$ cat src/rtl/apb_slave_mux.sv
// APB slave sequencer and response mux for the AHB-to-APB bridge.
// One request at a time: decode slave, run SETUP/ACCESS, return response.
//
// Ports:
//   Hclk, Hresetn          clock, async active-low reset
//   req_*                  request from bridge control (req_ready = IDLE)
//   resp_*                 registered response, resp_valid is a 1-cycle strobe
//   Paddr_s/Pwrite_s/...   APB master side shared by all slaves
//   Psel_s                 one-hot select, Prdata_s slave i at [i*DW +: DW]
module apb_slave_mux #(
    parameter int NSLV    = 4,
    parameter int DW      = 32,
    parameter int SEL_LSB = 8,
    parameter int SEL_W   = 4,
    parameter int TIMEOUT = 16
) (
    input  logic               Hclk,
    input  logic               Hresetn,
    input  logic               req_valid,
    output logic               req_ready,
    input  logic [31:0]        req_addr,
    input  logic               req_write,
    input  logic [DW-1:0]      req_wdata,
    output logic               resp_valid,
    output logic [DW-1:0]      resp_rdata,
    output logic               resp_err,
    output logic               resp_timeout,
    output logic [31:0]        Paddr_s,
    output logic               Pwrite_s,
    output logic [DW-1:0]      Pwdata_s,
    output logic [NSLV-1:0]    Psel_s,
    output logic               Penable_s,
    input  logic [NSLV*DW-1:0] Prdata_s,
    input  logic [NSLV-1:0]    Pready_s,
    input  logic [NSLV-1:0]    Pslverr_s
);

    typedef enum logic [1:0] {
        IDLE,
        SETUP,
        ACCESS,
        RESP
    } state_t;

    localparam int CW = (TIMEOUT > 0) ? $clog2(TIMEOUT + 1) : 1;
    localparam logic [SEL_W:0] NSLV_L = (SEL_W + 1)'(NSLV);
    localparam logic [CW-1:0] CNT_LAST =
        (TIMEOUT > 0) ? CW'(TIMEOUT - 1) : '0;
    localparam logic [CW-1:0] CNT_MAX = '1;

    state_t          state;
    logic [CW-1:0]   cnt;
    logic [SEL_W-1:0] sel_idx;
    logic            mapped;
    logic [NSLV-1:0] hot;
    logic            sel_ready;
    logic            sel_err;
    logic [DW-1:0]   sel_rdata;

    assign req_ready = (state == IDLE);

    assign sel_idx = req_addr[SEL_LSB +: SEL_W];
    assign mapped  = {1'b0, sel_idx} < NSLV_L;

    always_comb begin
        hot = '0;
        for (int i = 0; i < NSLV; i++) begin
            hot[i] = ({1'b0, sel_idx} == (SEL_W + 1)'(i));
        end
    end

    // Psel_s is one-hot during SETUP/ACCESS and zero otherwise, so it
    // doubles as the mask that ignores every other slave's handshake.
    assign sel_ready = |(Pready_s & Psel_s);
    assign sel_err   = |(Pslverr_s & Psel_s);

    always_comb begin
        sel_rdata = '0;
        for (int i = 0; i < NSLV; i++) begin
            sel_rdata = sel_rdata | (Prdata_s[i*DW +: DW] & {DW{Psel_s[i]}});
        end
    end

    always_ff @(posedge Hclk or negedge Hresetn) begin
        if (!Hresetn) begin
            state        <= IDLE;
            cnt          <= '0;
            resp_valid   <= 1'b0;
            resp_rdata   <= '0;
            resp_err     <= 1'b0;
            resp_timeout <= 1'b0;
            Paddr_s      <= '0;
            Pwrite_s     <= 1'b0;
            Pwdata_s     <= '0;
            Psel_s       <= '0;
            Penable_s    <= 1'b0;
        end else begin
            unique case (state)
                IDLE: begin
                    if (req_valid) begin
                        Paddr_s  <= req_addr;
                        Pwrite_s <= req_write;
                        Pwdata_s <= req_wdata;
                        if (mapped) begin
                            Psel_s <= hot;
                            state  <= SETUP;
                        end else begin
                            resp_valid   <= 1'b1;
                            resp_err     <= 1'b1;
                            resp_timeout <= 1'b0;
                            resp_rdata   <= '0;
                            state        <= RESP;
                        end
                    end
                end
                SETUP: begin
                    Penable_s <= 1'b1;
                    cnt       <= '0;
                    state     <= ACCESS;
                end
                ACCESS: begin
                    // cnt holds completed ACCESS cycles, so cnt == TIMEOUT-1
                    // marks the TIMEOUT-th cycle; ready still wins there.
                    if (sel_ready) begin
                        resp_valid   <= 1'b1;
                        resp_err     <= sel_err;
                        resp_timeout <= 1'b0;
                        resp_rdata   <= (!Pwrite_s && !sel_err) ? sel_rdata : '0;
                        Psel_s       <= '0;
                        Penable_s    <= 1'b0;
                        state        <= RESP;
                    end else if (TIMEOUT != 0 && cnt == CNT_LAST) begin
                        resp_valid   <= 1'b1;
                        resp_err     <= 1'b1;
                        resp_timeout <= 1'b1;
                        resp_rdata   <= '0;
                        Psel_s       <= '0;
                        Penable_s    <= 1'b0;
                        state        <= RESP;
                    end else if (cnt != CNT_MAX) begin
                        cnt <= cnt + 1'b1;
                    end
                end
                RESP: begin
                    resp_valid <= 1'b0;
                    state      <= IDLE;
                end
                default: state <= IDLE;
            endcase
        end
    end

endmodule

$ cat config.mk
export PLATFORM = sky130hd
export DESIGN_NAME = apb_slave_mux
export DESIGN_NICKNAME = d
export VERILOG_FILES = /design/src/rtl/apb_slave_mux.sv
export SDC_FILE = /design/constraint.sdc
export NUM_CORES = 1
export LEC_CHECK = 0
export ABC_AREA = 1
export CAP_MARGIN = 20
export CORE_ASPECT_RATIO = 0.6
export CORE_MARGIN = 4
export CORE_UTILIZATION = 35
export DETAILED_ROUTE_END_ITERATION = 12
export PLACE_DENSITY = 0.74
export SKIP_CTS_REPAIR_TIMING = 1
export SLEW_MARGIN = 20
export SYNTH_ARGS = -nofsm -noshare
export SYNTH_HDL_FRONTEND = slang
export SYNTH_SLANG_ARGS = --single-unit
$ cat constraint.sdc
create_clock -name Hclk -period 2.05 [get_ports Hclk]
set_clock_uncertainty 0.05 [all_clocks]
set_input_delay 0.41 -clock Hclk [delete_from_list [all_inputs] [get_ports Hclk]]
set_output_delay 0.41 -clock Hclk [all_outputs]
set_load 0.005 [all_outputs]
Word level (Yosys, flattened, before mapping)
Index checks and enable logic that the tools add are counted.

word-level totals
  bits in registers = 112
  word-level logic and storage cells = 88
  output and inout bits = 106
  input port bits = 204

cells by class
  $lt $le $gt $ge = 1
  reduce and logical (&&, ||, !) cells = 17
  multiplexer cells = 34
  equal/unequal tests = 15
  add/sub/neg operators = 1
  bitwise logic cells = 9

operator list
  cell                                                                   count
  32-bit 2-to-1 mux                                                      5
  32-bit bitwise AND                                                     4
  32-bit bitwise OR                                                      3
  32-bit case mux with 2 select lines                                    1
  4-bit 2-to-1 mux                                                       4
  4-bit AND reduction                                                    4
  5-bit 2-to-1 mux                                                       3
  1-bit 2-to-1 mux                                                       10
  2-bit inequality test, second input constant                           5
  5-bit case mux with 2 select lines                                     1
  4-bit bitwise AND                                                      2
  4-bit by 2-bit equality test with 1-bit output, second input constant  2
  2-bit 2-to-1 mux                                                       4
  2-bit case mux with 4 select lines                                     1
  4-bit case mux with 2 select lines                                     1
  4-bit OR reduction                                                     2
  1-bit case mux with 2 select lines                                     3
  2-bit AND reduction                                                    3
  5-bit by 1-bit adder with 5-bit output, second input constant          1
  5-bit by 4-bit equality test with 1-bit output, second input constant  1
  5-bit inequality test, second input constant                           1
  2-bit equality test, second input constant                             2
  4-bit by 1-bit equality test with 1-bit output, second input constant  1
  4-bit logical NOT                                                      1
  10 further kinds                                                       12

Depth between registers and ports, before layout
Gate-level depths: netlist of run 1.

  word-level depth = 7
  depth in mapped cells = 11
  depth with buffers taken out = 10

Worst setup path before layout of run 1
OpenSTA, ideal clock, no wires.

  kind = register to register
  start point = reg state[0]
  end point = reg Pwdata_s[3]
  path buffers = 2
  setup time = 128 ps
  setup slack = 315 ps
  data arrival time = 1558 ps
  required time = 1872 ps
  cell stages (with the launch flop) = 7
  clock period less this slack = 1735 ps
  cell sequence = dfrtp_1 -> inv_1 -> ha_1 -> nand2_1 -> buf_2 -> buf_2 -> mux2_1

on the way
  cells in the longest elaborated chain, start to end = 2

RTL lines
  item                                  RTL line  text
  start, declared                       51        state_t state;
  start signal, assigned                86        state <= IDLE;
  start signal, assigned                106       state <= SETUP;
  start signal, assigned                112       state <= RESP;
  2-bit logical NOT                     -
  net req_ready                         20        output logic req_ready,
  2-bit AND reduction (no source line)  -
  end signal, assigned                  103       Pwdata_s <= req_wdata;
  end, declared                         30        output logic [DW-1:0] Pwdata_s,

The timed path passes the listed nets, and every way through them passes these cells.
A chain may end at the register's enable or synchronous reset.

Worst setup path in the final report of run 1
  start point = reg state[0]
  end point = out req_ready

on the way
  cells in the longest elaborated chain, start to end = 1

RTL lines
  item               RTL line  text
  2-bit logical NOT  60        assign req_ready = (state == IDLE);
  end, declared      20

No other way between the ends.

==> metrics.csv, run 1 <==
stage,metric,value,unit
sta,hold_viol_final,0,
detailed_routing,wl_per_cell,17.1,microns
synthesis,synth_seq_area_share,51.1,%
sta,hold_slack,437,ps
sta,setup_viol,0,
critical_path,cpPeakStageDelay,500,ps
finish,n_antenna_cell,0,
floorplan,core,15400,sq um
detailed_routing,initialDrtViolationCount,284,
floorplan,rows,35,
finish,syn2layout_area_growth,68.3,%
hold_path,hold_class,register to register,
detailed_routing,vias_per_cell,4.66,
sta,finalMaxSlewViolations,0,
floorplan,ioPinCount,310,
detailed_routing,first_pass_iters,4,
clock_tree,cts-root-buf,clkbuf_16,
detailed_routing,drc,0,
power_and_ir_drop,vdd_ir_drop_max,0.000762,V
global_routing,overflow,0,
sta,period_share,97.3,%
synthesis,synth_cell_types,27,
synthesis,netlist_area,5490,sq um
synthesis,ys_top_cells_by_area,"dfrtp_1, nand2_1, mux2_2",
detailed_routing,routed_wl,19400,microns
critical_path,cp.required,1590,ps
synthesis,synth-seq-cells,112,
sta,worst_pin_slew,416,ps
global_routing,grt_max_degree,36,
sta,max_freq,0.501,GHz
finish,layout_commonest_cell,clkdlybuf4s50_1,
floorplan,fp.dieW,170,microns
job,maxCapViolations,0,
critical_path,crit_arrival,1530,ps
power_and_ir_drop,leakagePower,4.06,nW
finish,most-common-layout-cells,"clkdlybuf4s50_1, nand2_1, dfrtp_1",
floorplan,die-area,17800,sq um
critical_path,path_max_fanout,6,
clock_tree,htree_num_levels,3,
synthesis,synth_area_per_cell,8.93,sq um
floorplan,initial_core_util,35.7,%
power_and_ir_drop,powerDensity,1150,nW/um^2
clock_tree,clkLatencyLatePin,340,ps
finish,layout-drive-gt1-share,11.8,%
clock_tree,cts_tree,built,
clock_tree,clk_pin_slew_worst_paths,80,ps
critical_path,path_class,register to output port,
finish,utilization,60.0,%
synthesis,synth_top_area_share,51.1,%
detailed_routing,ant_nets,0,
placement,numPortBuffers,309,
clock_tree,numCtsBuffers,9,
synthesis,synth_nets,826,
outcome,status,completed,
critical_path,cp-end-kind,output port,
finish,fin_nets,1138,
sta,finalSetupTns,0,ps
critical_path,slowest_stage,clkdlybuf4s50_1,
detailed_routing,via_count,5287,
sta,slew_headroom,72.3,%
floorplan,die_h,105,microns
synthesis,synthCells,614,
synthesis,yosysWarnings,0,
placement,finalWeightedCongestion,0.825,
critical_path,start_kind,register,
placement,hpwl,15200,microns
clock_tree,clockBufferDepth,2,
global_routing,grt_use_total,21.0,%
sta,post-route-min-period,1990,ps
clock_tree,cts_num_sinks,112,
global_routing,antenna_found_initial,0,
global_routing,grt_pass1_vias,5401,
synthesis,yosys.area.top_type,dfrtp_1,
power_and_ir_drop,fin_total_pwr,10.6,mW
global_routing,grt_pass1_wl,29300,microns
critical_path,crit_chain,inv_2 -> ha_4 -> clkdlybuf4s50_1,
## state kept, by name (all words and copies together), names as in the netlist
| name | cells |
|---|---|
| resp_timeout | 1 |
| resp_valid | 1 |
| cnt | 5 |
| Penable_s | 1 |
| Psel_s | 4 |
| state | 2 |
| Pwdata_s | 32 |
| Paddr_s | 32 |
| Pwrite_s | 1 |
| resp_rdata | 32 |
| resp_err | 1 |
## worst paths after layout
kind | start | endpoint | slack (ps) | cells after the start
worst min register to register | resp_rdata[30] | resp_rdata[30] | 440 | 2
min in group asynchronous | Hresetn | resp_rdata[6] | 490 | 2
worst max-delay path | state[0] | req_ready | 60 | 3
worst max register to register | cnt[0] | resp_rdata[30] | 210 | 10
worst min-delay path | resp_rdata[30] | resp_rdata[30] | 440 | 2
max in group asynchronous | Hresetn | Pwdata_s[25] | 910 | 3
## metal layers
metal / global-route usage [%] / up-vias / wire length (microns)
met5: 0 / - / 0
li1: - / 2597 / -
met2: 33.8 / 189 / 8880
met4: 4.02 / 0 / 231
met1: 25.9 / 2486 / 8020
met3: 10.3 / 15 / 2230
## critical path, delay by kind of cell, from the launching register on
family                     cells  cell delay [ps]
DFF                            1              430
adders and majority gates      1              170
buffers and inverters          2              600
## cells in the mapped netlist, drive strengths merged
master / count
a21oi: 35
buf: 20
clkbuf: 13
dfrtp: 112
ha: 8
inv: 18
mux2: 62
nand2: 236
nand3: 44
nand4: 5
nor2: 49
nor3: 1
nor3b: 1
o21ai: 8
o22ai: 1
xor2: 1
## logic make-up (layout without fill, tap and decap cells)
group	count (synthesis)	after routing	synth area share, %
simple gates	336	336	25.4
flops	112	112	51.1
mux	62	62	12.7
buf+inv	51	368	4.77
compound gates	44	44	4.04
fa+ha+maj	8	8	1.82
xor+xnor	1	1	0.160
## per-stage QoR
| stage | cells | area [sq um] | setup WS, ps |
|---|---|---|---|
| after floorplan | 614 | 5490 | 315 |
| after global placement | 1115 | 8880 | 56.6 |
| after detailed placement | 1115 | 8880 | -12.4 |
| after CTS | 1131 | 9190 | -129 |
| after global routing | 1134 | 9230 | -7.98 |
| final | 1134 | 9230 | 55.7 |
## area by class of cell
class	instances	area, sq um
sequential	112	2800
clock buffer	10	239
multi-input combinational	451	2440
tap	203	254
timing repair buffer	334	3360
inverter	18	70.1
fill	1368	6140
clock inverter	6	72.6
## power by group
group / switching, mW / leakage (nW) / internal (mW)
Clock: 0.880 / 0.152 / 0.902
Sequential: 0.458 / 1.41 / 2.98
Combinational: 2.46 / 2.50 / 2.91
Power figures use the tool's default switching activity.
==> run 2: changes to the inputs <==
--- a/config.mk
+++ b/config.mk
@@ -13,7 +13,7 @@
 export DETAILED_ROUTE_END_ITERATION = 12
 export PLACE_DENSITY = 0.74
 export SKIP_CTS_REPAIR_TIMING = 1
-export SLEW_MARGIN = 20
+export SLEW_MARGIN = 0
 export SYNTH_ARGS = -nofsm -noshare
 export SYNTH_HDL_FRONTEND = slang
 export SYNTH_SLANG_ARGS = --single-unit
==> results of run 2 <==
Final layout, timing and power as in run 1 (identical DEF).
